==> src/rtl/cp_bus_hold_arbiter_if.sv <==
// Bus bundle between the CPU data port, the coprocessor DMA master and the
// external data memory, as seen by the hold/hold-ack arbiter.
interface cp_bus_hold_arbiter_if;
    // CPU data-memory port
    logic        cpu_we;
    logic [31:0] cpu_addr;
    logic [31:0] cpu_wd;
    logic [31:0] cpu_rd;
    logic        cpu_busy;
    logic        cpu_stall;
    // Coprocessor DMA master
    logic        dma_hold;
    logic        dma_hold_ack;
    logic        dma_we;
    logic [31:0] dma_addr;
    logic [31:0] dma_wd;
    logic [31:0] dma_rd;
    // External data memory
    logic        mem_we;
    logic [31:0] mem_addr;
    logic [31:0] mem_wd;
    logic [31:0] mem_rd;
    // Grant monitoring
    logic        hold_timeout;
    logic [15:0] grant_cycles;

    // Arbiter side
    modport slave (
        input  cpu_we, cpu_addr, cpu_wd, cpu_busy,
        input  dma_hold, dma_we, dma_addr, dma_wd,
        input  mem_rd,
        output cpu_rd, cpu_stall, dma_hold_ack, dma_rd,
        output mem_we, mem_addr, mem_wd,
        output hold_timeout, grant_cycles
    );

    // Environment side (CPU, DMA and memory models)
    modport master (
        output cpu_we, cpu_addr, cpu_wd, cpu_busy,
        output dma_hold, dma_we, dma_addr, dma_wd,
        output mem_rd,
        input  cpu_rd, cpu_stall, dma_hold_ack, dma_rd,
        input  mem_we, mem_addr, mem_wd,
        input  hold_timeout, grant_cycles
    );
endinterface

==> src/rtl/cp_bus_hold_arbiter.sv <==
// HOLD/HOLD_ACK arbiter: stalls the CPU on a DMA hold request, waits for the
// CPU access to drain, hands the memory bus to the DMA master, and returns it
// through a one-cycle turnaround. Measures grant length and flags long holds.
module cp_bus_hold_arbiter #(
    parameter int unsigned DRAIN_CYCLES = 2,        // 1..15
    parameter logic [15:0] TIMEOUT      = 16'd4096
) (
    input  logic                   clk,
    input  logic                   rst,
    cp_bus_hold_arbiter_if.slave   bus
);

    typedef enum logic [1:0] {
        S_IDLE    = 2'd0,
        S_DRAIN   = 2'd1,
        S_GRANT   = 2'd2,
        S_RELEASE = 2'd3
    } state_t;

    localparam logic [3:0] LP_DRAIN = 4'(DRAIN_CYCLES);

    state_t      r_state,        w_state_next;
    logic        r_owner_dma,    w_owner_dma_next;
    logic        r_ack,          w_ack_next;
    logic        r_stall,        w_stall_next;
    logic [3:0]  r_drain_cnt,    w_drain_cnt_next;
    logic [15:0] r_grant_cycles, w_grant_cycles_next;
    logic        r_timeout,      w_timeout_next;

    logic [3:0]  w_drain_inc;
    logic [15:0] w_grant_inc;
    logic        w_fence;

    assign w_drain_inc = r_drain_cnt + 4'd1;
    assign w_grant_inc = (r_grant_cycles == 16'hFFFF) ? r_grant_cycles
                                                      : r_grant_cycles + 16'd1;

    // State and control registers; reset hands the bus straight back to the CPU.
    always_ff @(posedge clk or posedge rst) begin
        if (rst) begin
            r_state        <= S_IDLE;
            r_owner_dma    <= 1'b0;
            r_ack          <= 1'b0;
            r_stall        <= 1'b0;
            r_drain_cnt    <= 4'd0;
            r_grant_cycles <= 16'd0;
            r_timeout      <= 1'b0;
        end else begin
            r_state        <= w_state_next;
            r_owner_dma    <= w_owner_dma_next;
            r_ack          <= w_ack_next;
            r_stall        <= w_stall_next;
            r_drain_cnt    <= w_drain_cnt_next;
            r_grant_cycles <= w_grant_cycles_next;
            r_timeout      <= w_timeout_next;
        end
    end

    // Next-state logic: control outputs are computed for the state being entered.
    always_comb begin
        w_state_next        = r_state;
        w_owner_dma_next    = r_owner_dma;
        w_ack_next          = r_ack;
        w_stall_next        = r_stall;
        w_drain_cnt_next    = r_drain_cnt;
        w_grant_cycles_next = r_grant_cycles;
        w_timeout_next      = r_timeout;

        case (r_state)
            S_IDLE: begin
                w_owner_dma_next = 1'b0;
                w_ack_next       = 1'b0;
                w_stall_next     = 1'b0;
                if (bus.dma_hold) begin
                    // New request: freeze the CPU and restart the measurements.
                    w_state_next        = S_DRAIN;
                    w_stall_next        = 1'b1;
                    w_drain_cnt_next    = 4'd0;
                    w_grant_cycles_next = 16'd0;
                    w_timeout_next      = 1'b0;
                end
            end

            S_DRAIN: begin
                if (!bus.dma_hold) begin
                    // Request withdrawn before the grant.
                    w_state_next     = S_IDLE;
                    w_stall_next     = 1'b0;
                    w_drain_cnt_next = 4'd0;
                end else if (bus.cpu_busy) begin
                    // Idle run must be consecutive.
                    w_drain_cnt_next = 4'd0;
                end else if (w_drain_inc == LP_DRAIN) begin
                    w_state_next     = S_GRANT;
                    w_owner_dma_next = 1'b1;
                    w_ack_next       = 1'b1;
                    w_drain_cnt_next = 4'd0;
                end else begin
                    w_drain_cnt_next = w_drain_inc;
                end
            end

            S_GRANT: begin
                w_grant_cycles_next = w_grant_inc;
                if (w_grant_inc == TIMEOUT) begin
                    w_timeout_next = 1'b1;   // sticky; the grant is not revoked
                end
                if (!bus.dma_hold) begin
                    w_state_next = S_RELEASE;
                    w_ack_next   = 1'b0;
                end
            end

            S_RELEASE: begin
                // Single turnaround cycle; a pending hold is picked up from IDLE.
                w_state_next     = S_IDLE;
                w_owner_dma_next = 1'b0;
                w_stall_next     = 1'b0;
            end

            default: begin
                w_state_next     = S_IDLE;
                w_owner_dma_next = 1'b0;
                w_ack_next       = 1'b0;
                w_stall_next     = 1'b0;
                w_drain_cnt_next = 4'd0;
            end
        endcase
    end

    // Memory writes are blocked while the bus is changing hands.
    assign w_fence = (r_state == S_DRAIN) || (r_state == S_RELEASE);

    assign bus.mem_addr     = r_owner_dma ? bus.dma_addr : bus.cpu_addr;
    assign bus.mem_wd       = r_owner_dma ? bus.dma_wd   : bus.cpu_wd;
    assign bus.mem_we       = w_fence ? 1'b0 : (r_owner_dma ? bus.dma_we : bus.cpu_we);
    assign bus.cpu_rd       = r_owner_dma ? 32'd0 : bus.mem_rd;
    assign bus.dma_rd       = r_owner_dma ? bus.mem_rd : 32'd0;

    assign bus.cpu_stall    = r_stall;
    assign bus.dma_hold_ack = r_ack;
    assign bus.hold_timeout = r_timeout;
    assign bus.grant_cycles = r_grant_cycles;

endmodule

==> src/flat_wrapper.sv <==
// flat-port wrapper written by rule: the top's interface ports become plain ports
module cp_bus_hold_arbiter_flat 
#(
    parameter int unsigned DRAIN_CYCLES = 2,                
    parameter logic [15:0] TIMEOUT      = 16'd4096
)
  (clk, rst, bus_cpu_we, bus_cpu_addr, bus_cpu_wd, bus_cpu_busy, bus_dma_hold, bus_dma_we, bus_dma_addr, bus_dma_wd, bus_mem_rd, bus_cpu_rd, bus_cpu_stall, bus_dma_hold_ack, bus_dma_rd, bus_mem_we, bus_mem_addr, bus_mem_wd, bus_hold_timeout, bus_grant_cycles);
  cp_bus_hold_arbiter_if bus_i ();
  input  logic clk;
  input  logic rst;
  input wire logic [$bits(bus_i.cpu_we)-1:0] bus_cpu_we;
  input wire logic [$bits(bus_i.cpu_addr)-1:0] bus_cpu_addr;
  input wire logic [$bits(bus_i.cpu_wd)-1:0] bus_cpu_wd;
  input wire logic [$bits(bus_i.cpu_busy)-1:0] bus_cpu_busy;
  input wire logic [$bits(bus_i.dma_hold)-1:0] bus_dma_hold;
  input wire logic [$bits(bus_i.dma_we)-1:0] bus_dma_we;
  input wire logic [$bits(bus_i.dma_addr)-1:0] bus_dma_addr;
  input wire logic [$bits(bus_i.dma_wd)-1:0] bus_dma_wd;
  input wire logic [$bits(bus_i.mem_rd)-1:0] bus_mem_rd;
  output wire logic [$bits(bus_i.cpu_rd)-1:0] bus_cpu_rd;
  output wire logic [$bits(bus_i.cpu_stall)-1:0] bus_cpu_stall;
  output wire logic [$bits(bus_i.dma_hold_ack)-1:0] bus_dma_hold_ack;
  output wire logic [$bits(bus_i.dma_rd)-1:0] bus_dma_rd;
  output wire logic [$bits(bus_i.mem_we)-1:0] bus_mem_we;
  output wire logic [$bits(bus_i.mem_addr)-1:0] bus_mem_addr;
  output wire logic [$bits(bus_i.mem_wd)-1:0] bus_mem_wd;
  output wire logic [$bits(bus_i.hold_timeout)-1:0] bus_hold_timeout;
  output wire logic [$bits(bus_i.grant_cycles)-1:0] bus_grant_cycles;
  assign bus_i.cpu_we = bus_cpu_we;
  assign bus_i.cpu_addr = bus_cpu_addr;
  assign bus_i.cpu_wd = bus_cpu_wd;
  assign bus_i.cpu_busy = bus_cpu_busy;
  assign bus_i.dma_hold = bus_dma_hold;
  assign bus_i.dma_we = bus_dma_we;
  assign bus_i.dma_addr = bus_dma_addr;
  assign bus_i.dma_wd = bus_dma_wd;
  assign bus_i.mem_rd = bus_mem_rd;
  assign bus_cpu_rd = bus_i.cpu_rd;
  assign bus_cpu_stall = bus_i.cpu_stall;
  assign bus_dma_hold_ack = bus_i.dma_hold_ack;
  assign bus_dma_rd = bus_i.dma_rd;
  assign bus_mem_we = bus_i.mem_we;
  assign bus_mem_addr = bus_i.mem_addr;
  assign bus_mem_wd = bus_i.mem_wd;
  assign bus_hold_timeout = bus_i.hold_timeout;
  assign bus_grant_cycles = bus_i.grant_cycles;
  cp_bus_hold_arbiter #(.DRAIN_CYCLES(DRAIN_CYCLES), .TIMEOUT(TIMEOUT)) u_core (.clk(clk), .rst(rst), .bus(bus_i));
endmodule
==> config.mk <==
export PLATFORM = sky130hd
export DESIGN_NAME = cp_bus_hold_arbiter_flat
export DESIGN_NICKNAME = d
export VERILOG_FILES = /design/src/rtl/cp_bus_hold_arbiter_if.sv /design/src/rtl/cp_bus_hold_arbiter.sv /design/src/flat_wrapper.sv
export SDC_FILE = /design/constraint.sdc
export NUM_CORES = 1
export LEC_CHECK = 0
export CAP_MARGIN = 10
export CORE_AREA = 2 2 123 125
export CTS_CLUSTER_SIZE = 25
export DETAILED_ROUTE_END_ITERATION = 8
export DIE_AREA = 0 0 125 127
export PLACE_DENSITY = 0.71
export SYNTH_ARGS = -nofsm -noshare
export SYNTH_HDL_FRONTEND = slang
export SYNTH_SLANG_ARGS = --single-unit
==> constraint.sdc <==
create_clock -name clk -period 4.65 [get_ports clk]
set_clock_uncertainty 0.15 [all_clocks]
set_input_delay 0.465 -clock clk [delete_from_list [all_inputs] [get_ports clk]]
set_output_delay 0.465 -clock clk [all_outputs]
set_load 0.01 [all_outputs]
==> summary.txt <==
Power and ir drop
  • Logic pwr share: 74.2%
  • Tot Pwr: 2.66 mW
  • Power Dens Cells: 415 nW/um^2
  • Seq pwr share: 16.1%
  • Leakage power: 2.43 nW
  • P_int: 1.54 mW
  • Clock power share: 9.6%
  • NetSw: 1.12 mW
  • Switching share of total power: 42.1%
  • VDD IR max: 0.200 mV

Critical path
  • R2r startpoint: u_core.bus.grant_cycles[9]
  • FF-to-FF setup slack: 1.90 ns
  • Crit path cell chain: buf_4 -> mux2_2 -> clkdlybuf4s50_1
  • CP Class: reg -> out
  • Slowest CP cell: dfrtp_4
  • WP data arrival: 2.75 ns
  • Required @ worst endpoint: 4.03 ns
  • Crit Path Max Fanout: 73
  • Crit Reg-Reg Endpoint: u_core.bus.hold_timeout
  • Element type at the critical path end: output port
  • Critical path's largest stage delay: 1.01 ns
  • R2R cell count: 6
  • Critical path startpoint: u_core.r_owner_dma
  • Startpoint Class: register

CTS
  • TritonCTS clock tree: done
  • Max clock buf depth: 2
  • Hold buffers post-CTS: 0
  • Postcts setup bufs: 0
  • Num Clock Sinks: 26
  • Post_cts resized: 0
  • CTS Buf Count: 3
  • Htree depth: 1
  • CTS Root Cell: clkbuf_16
  • Clk_lat worst skew: 0.27 ns
  • Reg clk slew, reported paths: 0.07 ns

Floorplanning
  • Initial core utilization: 20.9%
  • Die area: 15900 um^2
  • Die W: 125 um
  • Cell row count: 44
  • IO Count: 314
  • Die Height: 127 um
  • Core area: 14400 um^2

Layout
  • # nets final: 826
  • Commonest non-fill, non-tap cell in the layout: clkdlybuf4s50_1
  • Non-Filler Instances: 838
  • Design Area, Final: 6410 um^2
  • Most frequent cells in the layout: clkdlybuf4s50_1, mux2_2, nor2b_1
  • Area Growth Syn to Fin: 113%
  • Fraction of layout cells with a size suffix above 1: 13.2%

Timing
  • Post-Route Setup TNS: 0 ns
  • Final setup violating endpoints: 0
  • Fin crit period: 3.37 ns
  • Final Hold Fails: 0
  • Worst hold slack: 0.365 ns
  • Least-Margin Pin Slew: 1.20 ns
  • RSZ-0062 raised after global routing: no
  • Crit share post-route: 72.5%
  • Achievable Freq: 297 MHz
  • Final Max Tran Viols: 0
  • Slew HR: 18.0%

Route
  • Avg Vias per Cell: 4.68
  • Wire per inst: 23.0 um
  • First-pass detailed-route iteration total: 5
  • Routed vias: 3923
  • Drt first-iter violations: 228
  • DR DRC count: 0
  • DRT antenna net count: 0
  • WL final: 19300 um

Run status
  • Status: completed

Global route
  • Met1 Use GR: 29.7%
  • Grt met2 use: 32.3%
  • Gr ovfl total: 0
  • Largest net degree at the start of global routing: 74
  • Tot GR Track Use: 22.5%
  • Met3 GRT Util: 14.3%
  • Initial antenna violation count: 8
  • First-pass GRT wire length: 26200 um
  • Vias in the first global route: 3805
  • Most Crowded Layer GR: met2

Place
  • Port bufs: 313
  • Placed cell areas: 6300 um^2
  • Post-DP HPWL: 16600 um
  • RD Place Congestion: 0.922
  • Placed insts: 831

Min path
  • Hold Path Class: reg -> reg
  • Hold path endpoint: u_core.bus.hold_timeout
  • Cells on Worst Hold Path: 1
  • Worst hold start: u_core.bus.hold_timeout

Synthesis
  • Post-synthesis cell count: 358
  • Syn Area/Cell: 8.43 um^2
  • Distinct cells, synth: 48
  • Post-synth top area share: 24.6%
  • Primary FF master, synth: dfrtp_1
  • Synth Register Bits: 26
  • Sequential element share of the synthesized area: 21.6%
  • Syn nets: 532
  • Cell taking the most area after synthesis: mux2_2
  • Async SR Flop Fraction: 100%
  • Main area contributors after synthesis: mux2_2, dfrtp_1, nor2b_1
  • Mapped cell area: 3020 um^2
  • Yosys warning count: 0
  • Post-synth EDFFs: 0

Flow run
  • Max-cap viol count: 0
-- final cells by class --
class	count	area [um^2]
clock buffers	3	75.1
well taps	184	230
multi-input cells	297	2230
diodes	3	7.51
fillers	1340	8010
inverters	8	30.0
clock inverters	1	30.0
flip-flops and latches	26	654
repair buffers	316	3160
-- kinds of logic after synthesis --
group	count (synthesis)	share of synthesized area, %
XOR/XNOR	5	1.45
AND/OR/NAND/NOR	148	29.3
adder cells (fa/ha/maj)	8	3.32
AO/OA/AOI/OAI	65	13.5
multiplexers	71	26.3
buffers and inverters	35	4.56
flip-flops	26	21.6
-- routing by layer --
metal	vias up	wire (um)	part of all wire, %
met2	242	7840	41
met5	-	64	0.33
met4	10	99	0.51
met3	20	2840	15
li1	1862	-	-
met1	1789	8460	44
-- worst max path at each step --
stage / depth (start not counted) / end
6_report: 3 / bus_mem_wd[0]
5_1_grt: 3 / bus_mem_wd[0]
4_1_cts: 3 / bus_mem_we
3_5_place_dp: 3 / bus_mem_we
3_3_place_gp: 3 / bus_mem_we
2_1_floorplan: 7 / u_core.bus.hold_timeout
-- worst max-delay path, delay by kind of cell (launching register included) --
| family | cells | cell delay, ns |
|---|---|---|
| DFF | 1 | 1.01 |
| buffers and inverters | 2 | 1.01 |
| muxes | 1 | 0.40 |
-- power groups by stage --
| stage | Sequential (mW) | Combinational (mW) | Clock, mW |
|---|---|---|---|
| detailed placement | 0.431 | 1.97 | 0 |
| global route | 0.444 | 2.09 | 0.272 |
| floorplan | 0.308 | 0.966 | 0 |
| global placement | 0.426 | 1.96 | 0 |
| finish | 0.428 | 1.97 | 0.257 |
| CTS | 0.427 | 1.98 | 0.262 |
-- synthesized netlist by cell type, types with 3 or more instances --
library cell	instances
nand2b_1	5
a21oi_1	11
nor2_1	15
nor3_1	7
dfrtp_1	26
nand3_1	12
mux2i_1	5
buf_1	5
buf_2	4
clkbuf_1	17
nor2b_1	35
o31ai_1	6
and2_1	32
xnor2_1	3
o21ai_0	28
ha_1	8
mux2_2	66
nand2_1	22
a31oi_1	3
nor4_1	4
inv_1	8
nand4_4	3
-- state kept, by name, indices dropped and copies added, names as in the netlist, named ones only --
signal / flops
u_core.bus.grant_cycles: 16
u_core.r_drain_cnt: 4
u_core.r_state: 1
u_core.bus.cpu_stall: 1
u_core.bus.dma_hold_ack: 1
u_core.bus.hold_timeout: 1
u_core.r_owner_dma: 1
-- through the flow --
stage	setup WS (ns)	util (%)
2_1_floorplan	2.33	-
3_3_place_gp	1.55	43.7
3_5_place_dp	1.56	43.7
4_1_cts	1.25	44.4
5_1_grt	1.17	44.4
6_report	1.28	44.4
(Power assumes the default switching activity.)
